$ cat src/rtl/key_event_pkg.sv
// key_event_pkg
//   Shared definitions for the keypad event queue: keycode layout constants,
//   the packed event record stored in the FIFO, the FSM state encoding and a
//   helper that decides whether the scanner reports a usable key.
//   The optional auto-repeat feature is selected with the KEY_REPEAT_EN macro
//   in key_event_queue.sv.
package key_event_pkg;

    localparam int         KEYCODE_W   = 5;
    localparam logic [2:0] COL_INVALID = 3'h7;
    localparam logic [2:0] COL_MAX     = 3'd4;

    // One queued event; rpt is the auto-repeat flag ("repeat" is a keyword).
    typedef struct packed {
        logic                 rpt;
        logic                 press;
        logic [KEYCODE_W-1:0] code;
    } key_event_t;

    localparam int EVENT_W = $bits(key_event_t);

    typedef enum logic [1:0] {
        ST_IDLE   = 2'd0,
        ST_HELD   = 2'd1,
        ST_CHANGE = 2'd2
    } key_state_e;

    // keycode is {col[2:0], row[1:0]}; columns above COL_MAX (including
    // COL_INVALID) mean the scanner has nothing usable.
    function automatic logic key_is_down(input logic ready,
                                         input logic [KEYCODE_W-1:0] code);
        return ready && (code[4:2] <= COL_MAX);
    endfunction

endpackage

$ cat src/rtl/key_event_fifo.sv
// key_event_fifo
//   First-word-fall-through FIFO for key events. The head entry is always
//   presented on pop_data; it is meaningful only while empty=0.
//   Ports:
//     clk, rst_n       clock, async active-low reset
//     push, push_data  write request (ignored when full unless a pop is taken)
//     pop              read request (ignored when empty)
//     pop_data         head entry
//     full, empty      occupancy flags
module key_event_fifo #(
    parameter int DEPTH = 8,
    parameter int WIDTH = 7
) (
    input  logic             clk,
    input  logic             rst_n,
    input  logic             push,
    input  logic [WIDTH-1:0] push_data,
    input  logic             pop,
    output logic [WIDTH-1:0] pop_data,
    output logic             full,
    output logic             empty
);

    localparam int AW = $clog2(DEPTH);

    // Pointers carry one extra wrap bit to tell full from empty.
    logic [AW:0]                  wr_ptr_q, wr_ptr_d;
    logic [AW:0]                  rd_ptr_q, rd_ptr_d;
    logic [DEPTH-1:0][WIDTH-1:0]  mem_q;
    logic                         pop_ok;
    logic                         push_ok;

    assign empty = (wr_ptr_q == rd_ptr_q);
    assign full  = (wr_ptr_q[AW] != rd_ptr_q[AW]) &&
                   (wr_ptr_q[AW-1:0] == rd_ptr_q[AW-1:0]);

    assign pop_ok  = pop & ~empty;
    // A pop in the same cycle frees the slot the push lands in.
    assign push_ok = push & (~full | pop_ok);

    assign pop_data = mem_q[rd_ptr_q[AW-1:0]];

    always_comb begin
        wr_ptr_d = wr_ptr_q + {{AW{1'b0}}, push_ok};
        rd_ptr_d = rd_ptr_q + {{AW{1'b0}}, pop_ok};
    end

    always_ff @(posedge clk or negedge rst_n) begin
        if (!rst_n) begin
            wr_ptr_q <= '0;
            rd_ptr_q <= '0;
            mem_q    <= '0;
        end else begin
            wr_ptr_q <= wr_ptr_d;
            rd_ptr_q <= rd_ptr_d;
            if (push_ok) mem_q[wr_ptr_q[AW-1:0]] <= push_data;
        end
    end

endmodule

$ cat src/rtl/key_event_queue.sv
// key_event_queue
//   Turns the scanner's level-style ready/keycode pair into discrete press and
//   release events, queued in a FWFT FIFO with a valid/ready output.
//   Optional feature: define KEY_REPEAT_EN to emit auto-repeat events while a
//   key stays held (first after REPEAT_DELAY cycles, then every REPEAT_PERIOD).
//   Ports:
//     clk, rst_n          clock (shared with scanner), async active-low reset
//     ready, keycode      scanner outputs, keycode = {col[2:0], row[1:0]}
//     ev_valid, ev_ready  event handshake; pop on ev_valid & ev_ready
//     ev_press, ev_repeat, ev_code   head event fields
//     overflow, ov_clr    sticky drop flag and its synchronous clear
module key_event_queue
    import key_event_pkg::*;
#(
    parameter int DEPTH         = 8,
    parameter int REPEAT_DELAY  = 25_000_000,
    parameter int REPEAT_PERIOD = 5_000_000
) (
    input  logic                 clk,
    input  logic                 rst_n,
    input  logic                 ready,
    input  logic [KEYCODE_W-1:0] keycode,
    output logic                 ev_valid,
    input  logic                 ev_ready,
    output logic                 ev_press,
    output logic                 ev_repeat,
    output logic [KEYCODE_W-1:0] ev_code,
    output logic                 overflow,
    input  logic                 ov_clr
);

    localparam logic [1:0] IDLE   = ST_IDLE;
    localparam logic [1:0] HELD   = ST_HELD;
    localparam logic [1:0] CHANGE = ST_CHANGE;

    logic [1:0]           state_q, state_d;
    logic [KEYCODE_W-1:0] held_q, held_d;
    logic                 overflow_q, overflow_d;
    logic                 key_down;
    logic                 push;
    key_event_t           push_ev;
    key_event_t           head;
    logic                 fifo_full;
    logic                 fifo_empty;
    logic                 pop_ok;
    logic                 ov_set;
    logic                 repeat_hit;

    assign key_down = key_is_down(ready, keycode);

`ifdef KEY_REPEAT_EN
    localparam int CNT_MAX = (REPEAT_DELAY > REPEAT_PERIOD) ? REPEAT_DELAY : REPEAT_PERIOD;
    localparam int CNT_W   = $clog2(CNT_MAX) + 1;
    localparam logic [CNT_W-1:0] FIRST_LIM = CNT_W'(REPEAT_DELAY - 1);
    localparam logic [CNT_W-1:0] NEXT_LIM  = CNT_W'(REPEAT_PERIOD - 1);

    logic [CNT_W-1:0] cnt_q, cnt_d;
    logic             first_q, first_d;   // still waiting for the first repeat

    assign repeat_hit = (state_q == HELD) && key_down && (keycode == held_q) &&
                        (cnt_q == (first_q ? FIRST_LIM : NEXT_LIM));

    // Outside HELD the counter is parked at zero, so entering HELD from IDLE
    // or CHANGE always starts a fresh delay.
    always_comb begin
        cnt_d   = cnt_q + 1'b1;
        first_d = first_q;
        if (state_q != HELD) begin
            cnt_d   = '0;
            first_d = 1'b1;
        end else if (repeat_hit) begin
            cnt_d   = '0;
            first_d = 1'b0;
        end
    end

    always_ff @(posedge clk or negedge rst_n) begin
        if (!rst_n) begin
            cnt_q   <= '0;
            first_q <= 1'b1;
        end else begin
            cnt_q   <= cnt_d;
            first_q <= first_d;
        end
    end

    assign ev_repeat = head.rpt;
`else
    localparam int unused_repeat_cfg = REPEAT_DELAY + REPEAT_PERIOD;
    logic unused_rpt;

    assign repeat_hit = 1'b0;
    assign ev_repeat  = 1'b0;
    assign unused_rpt = head.rpt;
`endif

    // Event FSM: at most one push per cycle. Release/change branches come
    // before the repeat branch, so they win over a coincident repeat.
    always_comb begin
        state_d = state_q;
        held_d  = held_q;
        push    = 1'b0;
        push_ev = '{rpt: 1'b0, press: 1'b1, code: held_q};
        case (state_q)
            IDLE: begin
                if (key_down) begin
                    held_d       = keycode;
                    push         = 1'b1;
                    push_ev.code = keycode;
                    state_d      = HELD;
                end
            end
            HELD: begin
                if (!key_down) begin
                    push          = 1'b1;
                    push_ev.press = 1'b0;
                    state_d       = IDLE;
                end else if (keycode != held_q) begin
                    push          = 1'b1;
                    push_ev.press = 1'b0;
                    held_d        = keycode;
                    state_d       = CHANGE;
                end else if (repeat_hit) begin
                    push        = 1'b1;
                    push_ev.rpt = 1'b1;
                end
            end
            CHANGE: begin
                // Key-up here is picked up next cycle from HELD.
                push    = 1'b1;
                state_d = HELD;
            end
            default: state_d = IDLE;
        endcase
    end

    assign pop_ok = ev_valid & ev_ready;
    // A drop only happens when the FIFO stays full through this cycle.
    assign ov_set = push & fifo_full & ~pop_ok;

    always_comb begin
        overflow_d = overflow_q;
        if (ov_set)      overflow_d = 1'b1;
        else if (ov_clr) overflow_d = 1'b0;
    end

    always_ff @(posedge clk or negedge rst_n) begin
        if (!rst_n) begin
            state_q    <= IDLE;
            held_q     <= '0;
            overflow_q <= 1'b0;
        end else begin
            state_q    <= state_d;
            held_q     <= held_d;
            overflow_q <= overflow_d;
        end
    end

    key_event_fifo #(
        .DEPTH (DEPTH),
        .WIDTH (EVENT_W)
    ) u_fifo (
        .clk       (clk),
        .rst_n     (rst_n),
        .push      (push),
        .push_data (push_ev),
        .pop       (ev_ready),
        .pop_data  (head),
        .full      (fifo_full),
        .empty     (fifo_empty)
    );

    assign ev_valid = ~fifo_empty;
    assign ev_press = head.press;
    assign ev_code  = head.code;
    assign overflow = overflow_q;

endmodule

$ cat config.mk
export PLATFORM = sky130hd
export DESIGN_NAME = key_event_queue
export DESIGN_NICKNAME = d
export VERILOG_FILES = /design/src/rtl/key_event_pkg.sv /design/src/rtl/key_event_fifo.sv /design/src/rtl/key_event_queue.sv
export SDC_FILE = /design/constraint.sdc
export NUM_CORES = 1
export LEC_CHECK = 0
export BUFFER_PORTS_ARGS = -buffer_cell sky130_fd_sc_hd__buf_4
export CAP_MARGIN = 30
export CORE_ASPECT_RATIO = 0.75
export CORE_UTILIZATION = 60
export DETAILED_ROUTE_END_ITERATION = 8
export GPL_ROUTABILITY_DRIVEN = 0
export GPL_TIMING_DRIVEN = 0
export PLACE_DENSITY_LB_ADDON = 0.2
export SLEW_MARGIN = 20
export SYNTH_ARGS = -nofsm -noshare
export SYNTH_HDL_FRONTEND = slang
export SYNTH_SLANG_ARGS = --single-unit
$ cat constraint.sdc
create_clock -name clk -period 2.9 [get_ports clk]
set_clock_uncertainty 0.2 [all_clocks]
set_input_delay 0.58 -clock clk [delete_from_list [all_inputs] [get_ports clk]]
set_output_delay 0.58 -clock clk [all_outputs]
set_load 0.02 [all_outputs]
==> metrics.log <==
[metrics] result of the run: completed
[metrics] count of state elements after synthesis: 64
[metrics] upper clock frequency limit: 359 MHz
[metrics] first-pass iteration count of the detailed router: 4
[metrics] initial standard-cell utilization of the core: 64.5%
[metrics] WP buf/inv: 2
[metrics] total congestion overflow after global routing: 0
[metrics] global-route total usage across every layer: 24.4%
[metrics] first-pass GRT wire length: 9970 µm
[metrics] measured slew at the worst slew-check pin: 0.795 ns
[metrics] vertical die dimension: 65.7 µm
[metrics] area of the die: 0.00571 mm²
[metrics] yosys warns: 0
[metrics] P&R area growth vs syn: 12.4%
[metrics] Crit. path cell count: 4
[metrics] net switching power: 1.39 mW
[metrics] final count of negative-setup-slack endpoints: 0
[metrics] worst vdd rail ir drop: 0.513 mV
[metrics] register area share after synthesis: 49.3%
[metrics] number of placement rows: 22
[metrics] Tmin final: 2.78 ns
[metrics] post-synth top area share: 49.3%
[metrics] clock edge transition at the registers on the reported setup and hold paths: 0.07 ns
[metrics] largest net degree at the start of global routing: 65
[metrics] horizontal die dimension: 86.9 µm
[metrics] worst path required time: 2.12 ns
[metrics] Hold Fails Final Rpt: 0
[metrics] cell family contributing the most delay on the critical path: multiplexers
[metrics] Max stage delay on crit path: 0.51 ns
[metrics] Async SR Flop Fraction: 100%
[metrics] WS Path Type: flop to output port
[metrics] ant diodes: 0
[metrics] number of buffers created by CTS: 9
[metrics] count of max-cap constraint violations: 0
[metrics] Max stage delay cell, worst path: sky130_fd_sc_hd__dfrtp_1
[metrics] share of post-route cells with drive strength above 1: 50.8%
[metrics] top cells by instance count after synthesis: sky130_fd_sc_hd__dfrtp_1 (64), sky130_fd_sc_hd__mux2_2 (41), sky130_fd_sc_hd__mux2_4 (23)
[metrics] r2r setup slk: 0.55 ns
[metrics] clock power share: 16.5%
[metrics] portion of the clock cycle consumed by the worst path in the final layout: 96.0%
[metrics] remaining routing DRC violations: 0
[metrics] Power Internal: 2.84 mW
[metrics] cells along the critical path: clkbuf_2, mux4_2, mux2_2, buf_4
[metrics] Total Power: 4.23 mW
[metrics] total leakage power: 1.59 nW
[metrics] FF-to-FF Start: u_fifo.wr_ptr_q[0]
[metrics] combinational group share of total power: 46.3%
[metrics] cell at the root of the clock tree: sky130_fd_sc_hd__clkbuf_8
[metrics] peak fanout along the critical path: 10
[metrics] Hold/Removal Path Class: input port to asynchronous set/reset pin
[metrics] number of I/O port buffers: 17
[metrics] post-cts hold buffer count: 0
[metrics] Slew HR: 47.0%
[metrics] number of nets in the finished design: 255
[metrics] fraction of power spent switching nets: 32.8%
[metrics] number of global-route vias before repair: 1964
[metrics] Max H-tree Level: 3
[metrics] CTS tree: yes
[metrics] area leader, netlist: sky130_fd_sc_hd__dfrtp_1
[metrics] mean instance size in the synthesized netlist: 15.2 µm²
[metrics] standard cell core area: 0.00504 mm²
[metrics] worst flop-to-flop path endpoint: u_fifo.mem_q[23]
[metrics] Placed Cells incl. Taps: 302
[metrics] final worst slack: 0.116 ns
[metrics] arrival time at the worst endpoint: 2.00 ns
[metrics] primary flip-flop cell chosen by synthesis mapping: sky130_fd_sc_hd__dfrtp_1
[metrics] Post-Synthesis Net Count: 227
[metrics] buffer depth of the longest clock path: 2
[metrics] count of filler cells inserted in the layout: 344
[metrics] pre-CTS setup slack: 0.177 ns
[metrics] Slew Viols, Final: 0
[metrics] Final TNS setup: 0 ns
[metrics] Post-Layout Cell Count: 316
[metrics] total routed wirelength: 6010 µm
[metrics] initial antenna violation count: 0
[metrics] area of the multi-input gates: 0.00154 mm²
[metrics] vias per cell: 5.81
[metrics] clock latency of the later-clocked register in the worst-skew pair: 0.33 ns
[metrics] sequential cell fraction of total power: 37.1%
[metrics] endpoint kind of the worst setup timing path: output port
[metrics] Post-Route Utilization: 72.4%
[metrics] routed length per instance: 19.0 µm
[metrics] initial detailed-routing violation count: 94
[metrics] total I/O pin count: 19
[metrics] most frequent cell after synthesis: sky130_fd_sc_hd__dfrtp_1
[metrics] power density over the cells: 1160 mW/mm²
[metrics] RSZ-0062 raised after global routing: false
[metrics] EDFF count, synth: 0
[metrics] category of the worst setup path launch point: flop
[metrics] TritonCTS Sinks: 64
[metrics] vias after detailed routing: 1835
[metrics] antenna viol nets, final: 0
[metrics] worst reg-to-reg path cell count: 6
[metrics] cells after synthesis: 213
[metrics] library cells used by synthesis: 36
[metrics] Detail Placement HPWL: 4120 µm
[metrics] flip-flop and latch area: 0.00160 mm²
[metrics] cell types occupying the most area after synthesis: sky130_fd_sc_hd__dfrtp_1 (49%), sky130_fd_sc_hd__mux2_2 (14%), sky130_fd_sc_hd__mux2_4 (11%)
[metrics] combined area of all synthesized cells: 0.00325 mm²
[cell type report]
class / instances / area share (%)
clock buffers: 10 / 3.50
well taps: 72 / 2.47
inverters: 1 / 0.103
plain buffers: 11 / 2.95
flip-flops and latches: 64 / 43.9
repair buffers: 17 / 3.50
multi-input cells: 137 / 42.2
clock inverters: 4 / 1.30
[power by group through the flow]
stage	Clock, mW	Sequential, mW	Combinational (mW)
after floorplan	0	1.49	1.52
after global placement	0	1.53	1.89
after detailed placement	0	1.58	1.96
after CTS	0.708	1.57	1.99
after global routing	0.754	1.62	2.11
final	0.699	1.57	1.96
[repair_timing]
action                                  4_1_cts  5_1_grt
setup buffers                                 0        0
gates resized for setup                       3        1
endpoints found under the hold margin         0        0
endpoints found under the setup margin        6        6
gates cloned                                  0        0
[through the flow]
step | hold WS [ns] | area, µm²
3_3_place_gp | 0.282 | 3460
6_report | 0.131 | 3650
2_1_floorplan | 0.0844 | 3250
5_1_grt | 0.195 | 3650
4_1_cts | 0.162 | 3650
3_5_place_dp | 0.290 | 3460
[worst register-to-register path: stages (launching register included)]
cell and delay, ns:
sky130_fd_sc_hd__dfrtp_1 0.40, sky130_fd_sc_hd__buf_6 0.14, sky130_fd_sc_hd__xor2_1 0.14, sky130_fd_sc_hd__nor3_1 0.31, sky130_fd_sc_hd__nand2_1 0.26, sky130_fd_sc_hd__nand3_1 0.40, sky130_fd_sc_hd__mux2_2 0.39
[cell usage in the layout (no fill, tap or decap), types with 6 or more instances in the layout]
cell type / instances
sky130_fd_sc_hd__buf_4: 18
sky130_fd_sc_hd__buf_6: 8
sky130_fd_sc_hd__clkbuf_8: 9
sky130_fd_sc_hd__dfrtp_1: 63
sky130_fd_sc_hd__mux2_2: 41
sky130_fd_sc_hd__mux2_4: 23
sky130_fd_sc_hd__mux4_2: 12
sky130_fd_sc_hd__nand2_1: 6
sky130_fd_sc_hd__nand3_1: 7
sky130_fd_sc_hd__xor2_1: 9
[cell families after synthesis]
logic type | after synthesis | synth area share, %
adders and majority gates | 4 | 1.54
muxes | 76 | 33.2
and+or+nand+nor | 35 | 6.74
xor gates and xnor gates | 13 | 3.51
other | 1 | 0.115
buffers and inverters | 12 | 3.20
DFF | 64 | 49.3
AOI/OAI and AO/OA | 8 | 2.39
[worst max path at each step]
| stage | from | to | slack [ns] |
|---|---|---|---|
| 4_1_cts | u_fifo.rd_ptr_q[0] | ev_press | 0.009 |
| 3_3_place_gp | u_fifo.rd_ptr_q[0] | ev_press | 0.21 |
| 5_1_grt | u_fifo.rd_ptr_q[1] | ev_press | 0.02 |
| 2_1_floorplan | u_fifo.rd_ptr_q[0] | ev_code[0] | 0.53 |
| 6_report | u_fifo.rd_ptr_q[1] | ev_press | 0.12 |
| 3_5_place_dp | u_fifo.rd_ptr_q[0] | ev_press | 0.18 |
[registers in the layout (all words and copies together), names as in the netlist]
signal	flops
u_fifo.mem_q	48
held_q	5
u_fifo.rd_ptr_q	4
u_fifo.wr_ptr_q	4
state_q	2
overflow	1
[metal layers]
metal	GRT usage (%)	routed length, µm	vias to the layer above
met5	0	0	-
met4	6.88	57	0
met3	7.04	201	8
met2	41.8	3030	35
met1	30.3	2720	949
li1	-	-	843
No activity file was read; power rests on OpenSTA's default activity.
